File: src/rtl/sdram_arbiter.sv
// Two-port SDRAM command arbiter: round-robin grant, fixed hold-off after writes,
// read-return tracking with a sticky timeout flag. Grant is registered: command and ack appear one cycle later.
module sdram_arbiter #(
  parameter int WriteGap    = 8,
  parameter int ReadTimeout = 64
) (
  input  logic        i_clk,
  input  logic        i_rstn,
  input  logic        i_p0_req,
  input  logic        i_p0_we,
  input  logic [21:0] i_p0_addr,
  input  logic [31:0] i_p0_wdata,
  output logic        o_p0_ack,
  output logic        o_p0_rvalid,
  output logic [31:0] o_p0_rdata,
  input  logic        i_p1_req,
  input  logic        i_p1_we,
  input  logic [21:0] i_p1_addr,
  input  logic [31:0] i_p1_wdata,
  output logic        o_p1_ack,
  output logic        o_p1_rvalid,
  output logic [31:0] o_p1_rdata,
  output logic        o_timeout,
  output logic        o_m_en,
  output logic        o_m_we,
  output logic [21:0] o_m_addr,
  output logic [31:0] o_m_wdata,
  input  logic        i_m_ready,
  input  logic        i_m_rvalid,
  input  logic [31:0] i_m_rdata
);

  typedef enum logic [1:0] {IDLE, WAIT_WR, WAIT_RD} state_t;

  localparam logic [7:0] WrLoad = 8'(WriteGap - 1);
  localparam logic [7:0] RdLoad = 8'(ReadTimeout - 1);

  state_t      state;
  logic [7:0]  cnt;
  logic        last_gnt;  // also identifies the port owning an outstanding read
  logic        pick;
  logic [31:0] rd_word;

  always_comb begin
    if (i_p0_req && i_p1_req) pick = ~last_gnt;
    else                      pick = i_p1_req;
  end

  // A timed-out read returns zero data to the requester.
  assign rd_word = i_m_rvalid ? i_m_rdata : 32'd0;

  always_ff @(posedge i_clk or negedge i_rstn) begin
    if (!i_rstn) begin
      state       <= IDLE;
      cnt         <= '0;
      last_gnt    <= 1'b1;
      o_p0_ack    <= 1'b0;
      o_p1_ack    <= 1'b0;
      o_p0_rvalid <= 1'b0;
      o_p1_rvalid <= 1'b0;
      o_p0_rdata  <= '0;
      o_p1_rdata  <= '0;
      o_timeout   <= 1'b0;
      o_m_en      <= 1'b0;
      o_m_we      <= 1'b0;
      o_m_addr    <= '0;
      o_m_wdata   <= '0;
    end else begin
      o_p0_ack    <= 1'b0;
      o_p1_ack    <= 1'b0;
      o_p0_rvalid <= 1'b0;
      o_p1_rvalid <= 1'b0;
      o_m_en      <= 1'b0;
      case (state)
        IDLE: begin
          if (i_m_ready && (i_p0_req || i_p1_req)) begin
            o_m_en    <= 1'b1;
            o_p0_ack  <= ~pick;
            o_p1_ack  <= pick;
            o_m_we    <= pick ? i_p1_we    : i_p0_we;
            o_m_addr  <= pick ? i_p1_addr  : i_p0_addr;
            o_m_wdata <= pick ? i_p1_wdata : i_p0_wdata;
            last_gnt  <= pick;
            if (pick ? i_p1_we : i_p0_we) begin
              state <= WAIT_WR;
              cnt   <= WrLoad;
            end else begin
              state <= WAIT_RD;
              cnt   <= RdLoad;
            end
          end
        end
        WAIT_WR: begin
          if (cnt == 8'd0) state <= IDLE;
          else             cnt   <= cnt - 8'd1;
        end
        WAIT_RD: begin
          if (i_m_rvalid || cnt == 8'd0) begin
            if (last_gnt) begin
              o_p1_rdata  <= rd_word;
              o_p1_rvalid <= 1'b1;
            end else begin
              o_p0_rdata  <= rd_word;
              o_p0_rvalid <= 1'b1;
            end
            if (!i_m_rvalid) o_timeout <= 1'b1;
            state <= IDLE;
          end else begin
            cnt <= cnt - 8'd1;
          end
        end
        default: state <= IDLE;
      endcase
    end
  end

endmodule

File: config.mk
export PLATFORM = sky130hd
export DESIGN_NAME = sdram_arbiter
export DESIGN_NICKNAME = d
export VERILOG_FILES = /design/src/rtl/sdram_arbiter.sv
export SDC_FILE = /design/constraint.sdc
export NUM_CORES = 1
export LEC_CHECK = 0
export CORE_ASPECT_RATIO = 0.9
export CORE_UTILIZATION = 25
export DETAILED_ROUTE_END_ITERATION = 8
export PLACE_DENSITY = 0.6
export SLEW_MARGIN = 20
export SYNTH_ARGS = -nofsm -noshare
export SYNTH_HDL_FRONTEND = slang
export SYNTH_SLANG_ARGS = --single-unit
File: constraint.sdc
create_clock -name i_clk -period 4.6 [get_ports i_clk]
set_clock_uncertainty 0.1 [all_clocks]
set_input_delay 0.92 -clock i_clk [delete_from_list [all_inputs] [get_ports i_clk]]
set_output_delay 0.92 -clock i_clk [all_outputs]
set_load 0.02 [all_outputs]
==> summary.txt, run 1 <==
Outcome
  – Status: finished, final reports clean

Setup path
  – Slowest cell delay on critical path: 0.69 ns
  – CP Cell Sequence: inv_1 > ha_1 > nor3b_2 > a21o_4 > nand3_2 > mux2_1
  – Reg2reg end: o_p1_rdata[11]
  – Worst Path Required: 4.79 ns
  – Crit path kind: reg2reg
  – Startpoint Class: flop
  – Crit path max-delay cell type: nand3_2
  – CP endpoint kind: flop
  – Worst R2R Path Depth: 6
  – Crit path arrival time: slightly above 3 ns
  – CP max FO: 33
  – CP bufs+invs: 1
  – R2R setup slack: 1.74 ns
  – Cell family with most CP delay: simple AND/OR/NAND/NOR gates
  – Worst r2r src: cnt[0]

Power and ir drop
  – PD cells: 661.2 nW/µm²
  – Power share of the sequential group: 32.4%
  – Worst IR Drop VDD: around 0.00024 V
  – Psw: 2.401 mW
  – Pint: 4.050 mW
  – Clock network power share: 20.9%
  – Logic pwr share: 46.8%
  – Net Sw Frac: 37.22%
  – Final Total Pwr: 6.452 mW
  – Static leakage: 4.238 nW

Job
  – Max Cap Viol: 0

Yosys
  – Synth Area in Compound Gates: 9.069%
  – Yosys top cell area share: 55.02%
  – Main synth FF type: dfrtp_1
  – #FFs+latches synth: 136
  – Count leader, synth: dfrtp_1
  – Mux contribution to synthesized area: a little over a fifth
  – Post-synthesis xor/xnor area fraction: 0%
  – Main combinational cell family by area after synthesis: multiplexers
  – Synthesized cell area: around 6000 µm²
  – Yosys top cell by area: dfrtp_1
  – Mapped Cells: a little over 500
  – Avg Inst Size Synth: 11.97 µm²
  – Warnings from Yosys: 0
  – Post-synthesis net count: between 600 and 700
  – Post-synth EDFFs: 0
  – Post-synthesis simple-gate area fraction: 10.15%
  – Post-Synth Adder-Cell Area: 1.223%
  – Seq/Total Area, Yosys: between 50 and 60%
  – Synth top area cells: dfrtp_1, mux2_2, mux2i_1
  – Synth cell types: 46
  – Synth async-reset ratio: 100.0%
  – Post-synth top cells: dfrtp_1, nand2_1, mux2_2, o21ai_0, mux2i_1

GRT
  – Antenna violations before repair: 0
  – Largest net degree at the start of global routing: 86
  – M3 GR Usage: under 10%
  – Gr busiest metal: met2
  – GR Layer Usage met1: 17.58%
  – Grt ovf: 0
  – Number of global-route vias before repair: 4779
  – GRT Resource Usage Total: 14.05%
  – Met2 usage: a little over a fifth
  – First-pass GRT wire length: 27.21 mm

Cells and area
  – Post-layout util: 40.34%
  – FF/Latch Area: 3405 µm²
  – Share of cells above drive strength 1: 14.75%
  – Synth-to-Final Area Change: 58.92%
  – Antenna diodes: 0
  – Fill cells: 2396
  – Area of the multi-input gates: 2567 µm²
  – Fin area: approximately 9800 µm²
  – Final #Nets: 935

Clock network
  – Setup bufs post-CTS: 0
  – H-Tree Depth: 4
  – Clock Root Buffer: clkbuf_16
  – Post-CTS Resized: 0
  – TritonCTS clock tree: built
  – Hold_buf cts: 0
  – Clk sinks: 136
  – Clock Tree Buf Depth: 2
  – Clock-pin slew on the worst setup and hold paths: 0.07 ns
  – Worst skew pair latency: 0.41 ns
  – CTS Buf Count: 17

Worst hold path
  – Hold WC Path Type: reg2reg
  – Min-Delay Endpoint: o_m_wdata[25]
  – Hold Startpoint: o_m_wdata[25]
  – Hold Path Stages: 2

Placement
  – GPL Wtd Cong: approximately 0.74
  – DP Area: 9184 µm²
  – Port bufs: around 270
  – DP HPWL: 12.42 mm

Drt
  – Wirelength per Cell: 15.63 µm
  – WL final: 17.21 mm
  – Drt first pass iters: 6
  – DRC: 0
  – Post-DRT Antenna Nets: 0
  – Initial DRC count: between 200 and 250
  – DR vias: 4769
  – DR vias/cell: 4.332

Floorplan
  – Site Rows: 54
  – Ports: 273
  – Width of the die: 167.2 µm
  – Die Span Y: 150.7 µm
  – Initial Util: 25.38%
  – Core area: 24190 µm²
  – Die area: 25190 µm²

Timing
  – F_max: 349.6 MHz
  – Slew HR: 38.87%
  – Worst-Margin Slew: 0.9170 ns
  – Setup-failing EPs final: 0
  – Hold Slack: 0.3766 ns
  – Setup TNS: 0 ns
  – Tcrit/Tclk final: between 60% and 70%
  – Final hold vios: 0
  – Final Max Tran Viols: 0
  – Post-layout min period: roughly 2.9 ns
  – RSZ-0062 raised after global routing: no
==> how the worst max path moves through the flow <==
stage	start	to	slack, ns	cells after the start
floorplan	i_p1_req	cnt[0]	2.36	5
global placement	i_m_rvalid	o_p1_rdata[11]	1.37	4
detailed placement	i_m_rvalid	o_p1_rdata[11]	1.34	4
CTS	cnt[0]	o_p1_rdata[11]	1.67	6
global route	cnt[0]	o_p1_rdata[11]	1.55	6
finish	cnt[0]	o_p1_rdata[11]	1.74	6
==> layout by cell type (no fill, tap or decap), drive strengths merged, types with 2 or more instances in the layout <==
cell	count
clkinvlp	2
bufinv	2
clkinv	7
nand3	6
buf	7
a21o	2
mux2i	55
o311ai	3
o21ai	56
ha	6
o211ai	3
nor3	4
mux2	66
a21oi	2
a31o	2
nand2	66
nor3b	3
inv	15
o31ai	3
a2111oi	5
clkbuf	17
or3	2
clkdlybuf4s50	271
o2bb2ai	2
dfrtp	135
nor2	2
a211o	2
and2	32
nor2b	2
==> registers in the layout, summed over array words and instances, names as in the netlist <==
signal,flops
o_p0_ack,1
o_m_addr,22
o_p1_rvalid,1
o_timeout,1
o_p0_rvalid,1
o_p1_rdata,32
cnt,8
o_p1_ack,1
o_m_wdata,32
o_m_we,1
o_m_en,1
state,2
last_gnt,1
o_p0_rdata,32
==> cell families after synthesis <==
| kind of cell | Yosys count |
|---|---|
| compound gates | 87 |
| fa+ha+maj | 6 |
| buf+inv | 41 |
| flops | 136 |
| mux | 121 |
| simple gates | 122 |
==> layer usage <==
layer  routed length (µm)  vias to the layer above
li1                     -                     2334
met1                 7458                     2215
met2                 7874                      210
met3                 1703                       10
met4                  169                        0
met5                    0                        -
==> final cells by class <==
cell class | instances | area share [%]
Clock inverter | 14 | 1.513
Clock buffer | 17 | 4.360
Sequential cell | 136 | 34.89
Multi-Input combinational cell | 336 | 26.31
Inverter | 12 | 0.4617
Timing Repair Buffer | 278 | 28.51
Tap cell | 308 | 3.950
==> power groups by stage <==
stage          clock network (mW)  logic (mW)  registers, mW
2_1_floorplan                   0       0.931           2.72
3_3_place_gp                    0        3.03           2.10
3_5_place_dp                    0        3.06           2.11
4_1_cts                      1.40        3.06           2.10
5_1_grt                      1.45        3.24           2.18
6_report                     1.35        3.02           2.09
==> stage by stage <==
stage / setup slack [ns] / cells
after floorplan: 2.360 / 513
after global placement: 1.372 / 1070
after detailed placement: 1.336 / 1070
after CTS: 1.669 / 1101
after global routing: 1.555 / 1101
final: 1.739 / 1101
==> worst register-to-register path: cells and delay by family (launching register included) <==
| family | cells | cell delay, ns |
|---|---|---|
| AND/OR/NAND/NOR | 2 | 1.13 |
| multiplexers | 1 | 0.63 |
| flip-flops | 1 | 0.41 |
| AO/OA/AOI/OAI | 1 | 0.25 |
| adder cells (fa/ha/maj) | 1 | 0.14 |
| buffers and inverters | 1 | 0.10 |
No activity file was read; power rests on OpenSTA's default activity.
==> run 2, diff against run 1 <==
PLACE_DENSITY = 0.61   (was 0.6)
clock period = 2.3 ns   (was 4.6 ns; I/O delays follow)
==> run 2 against run 1 <==
Net effect:
- via count grew 3.9%
- count of clock-buffer cells in the layout grew 1
- largest cell class unchanged
- sequential share of layout area shrank 1.3 points
- power grew 110%
- combinational power grew 110%
==> summary.txt, run 2 (synthesis gave the netlist of run 1 again) <==
Outcome
  – Status: finished, final reports clean

Timing
  – Post-layout min period: 2.192 ns
  – F_max: roughly 460 MHz
  – Setup-failing EPs final: 0
  – Final hold vios: 0
  – Slew HR: 64.50%
  – Hold Slack: 0.3715 ns
  – Tcrit/Tclk final: between 90% and 100%
  – Final Max Tran Viols: 0
  – Worst-Margin Slew: roughly 0.53 ns
  – Setup TNS: 0 ns
  – Setup WS post-layout: 0.1078 ns

Floorplan
  – Die area: 25190 µm²
  – Initial Util: about a quarter
  – Width of the die: 167.2 µm
  – Site Rows: 54
  – Die Span Y: 150.7 µm
  – Ports: 273
  – Core area: ~24000 µm²

Power and ir drop
  – PD cells: 1317 nW/µm²
  – Power share of the sequential group: 31.3%
  – Pint: 8.364 mW
  – Net Sw Frac: 37.28%
  – Static leakage: roughly 4.4 nW
  – Clock network power share: about a fifth
  – Final Total Pwr: roughly 13 mW
  – Psw: 4.971 mW
  – Logic pwr share: 47.8%
  – Worst IR Drop VDD: 0.0003950 V

Clock network
  – Clk sinks: roughly 140
  – TritonCTS clock tree: built
  – CTS Buf Count: 17
  – Clock-pin slew on the worst setup and hold paths: 0.06 ns
  – Worst skew pair latency: between 0.4 and 0.5 ns
  – Clock Tree Buf Depth: 2
  – H-Tree Depth: 4
  – Clock Root Buffer: clkbuf_16

Setup path
  – Reg2reg end: o_p1_rdata[21]
  – Worst R2R Path Depth: 8
  – Crit path kind: reg2reg
  – R2R setup slack: 0.11 ns
  – Worst r2r src: cnt[0]
  – CP Capture Point: o_p1_rdata[21]
  – CP max FO: 16
  – Setup crit start: cnt[0]
  – Worst Path Required: about 2.5 ns
  – Crit path arrival time: 2.39 ns
  – CP endpoint kind: flop
  – Startpoint Class: flop

Worst hold path
  – Hold WC Path Type: reg2reg
  – Hold Startpoint: o_timeout

GRT
  – Grt ovf: 0
  – Number of global-route vias before repair: 4980
  – First-pass GRT wire length: between 20 and 30 mm
  – GRT Resource Usage Total: 14.46%
  – Antenna violations before repair: 0
  – Largest net degree at the start of global routing: 52

Placement
  – GPL Wtd Cong: 0.7738
  – DP Area: 9459 µm²
  – Post-Place Setup Slack: -0.08445 ns
  – Dpl cells: between 1000 and 1500
  – DP HPWL: approximately 13 mm
  – Port bufs: between 200 and 300

Cells and area
  – Most frequent cells in the layout: clkdlybuf4s50_1, dfrtp_1, nand2_1
  – Fill cells: 2365
  – Fin area: 10120 µm²
  – Final #Nets: 963
  – Top flop regs: o_m_wdata: 32 flops, o_p0_rdata: 32 flops, o_p1_rdata: 32 flops
  – Share of cells above drive strength 1: 17.52%
  – Most common cell after layout, fill and taps aside: clkdlybuf4s50_1
  – Synth-to-Final Area Change: 64.89%
  – Post-layout util: 41.85%
  – Final cell count without fillers: 1130
  – FF/Latch Area: between 3000 and 4000 µm²
  – Area of the multi-input gates: ~2600 µm²
  – Antenna diodes: 0

Drt
  – DRC: 0
  – Met2 WL: 8.210 mm
  – Drt first pass iters: 4
  – WL final: approximately 18 mm
  – Post-DRT Antenna Nets: 0
  – Uppermost layer routed: met4
  – DR vias/cell: about 4.4
  – M1 WL: 7.922 mm
  – DR vias: 4954
  – WL met3: 1.505 mm
  – Wirelength per Cell: 15.78 µm
  – Initial DRC count: 257

Job
  – Max Cap Viol: 0
run 2: power by group through the flow:
stage	registers, mW	clock network (mW)	logic [mW]
4_1_cts	4.18	2.89	6.41
3_3_place_gp	4.17	0	6.36
5_1_grt	4.35	2.98	6.86
2_1_floorplan	5.44	0	1.86
6_report	4.17	2.79	6.37
3_5_place_dp	4.21	0	6.39
run 2: worst min-delay path by stage:
stage / cells after the start / slack [ns] / end
floorplan: 0 / 0.06 / cnt[0]
global placement: 1 / 0.36 / o_p1_rdata[21]
detailed placement: 1 / 0.36 / o_p0_rdata[21]
CTS: 1 / 0.38 / o_timeout
global route: 2 / 0.40 / o_m_addr[11]
finish: 1 / 0.37 / o_timeout
run 2: final cells by class:
cell class | instances | area share [%]
timing repair buffer | 306 | 30.61
sequential | 136 | 33.63
clock inverter | 14 | 1.631
multi-input combinational | 336 | 25.63
inverter | 12 | 0.4449
clock buffer | 18 | 4.239
tap | 308 | 3.807
run 2: what timing repair did:
item / in CTS / in global routing
hold buffers: 1 / 0
gates resized for setup: 0 / 4
setup endpoints to repair: 0 / 20
setup buffers: 0 / 1
endpoints found under the hold margin: 47 / 0
run 2: worst max-delay path: stages (launching register included):
cell and delay, ns:
dfrtp_1 0.39, inv_1 0.08, ha_1 0.20, nor3b_4 0.16
buf_4 0.16, a21o_4 0.26, nand3_4 0.14, clkbuf_16 0.21
mux2_2 0.35
run 2: metal layers:
metal  track usage (%)  up-vias
met5                 0        -
met4             4.404        0
met3             5.599       14
met2             22.38      222
met1             18.63     2320
li1                  -     2398
==> run 3, diff against run 2 <==
CTS_CLUSTER_DIAMETER = 30   (was default)
HOLD_SLACK_MARGIN = 0.06   (was default)
==> results of run 3 <==
Same layout as run 2: the final DEF is identical, and so are final timing and power.
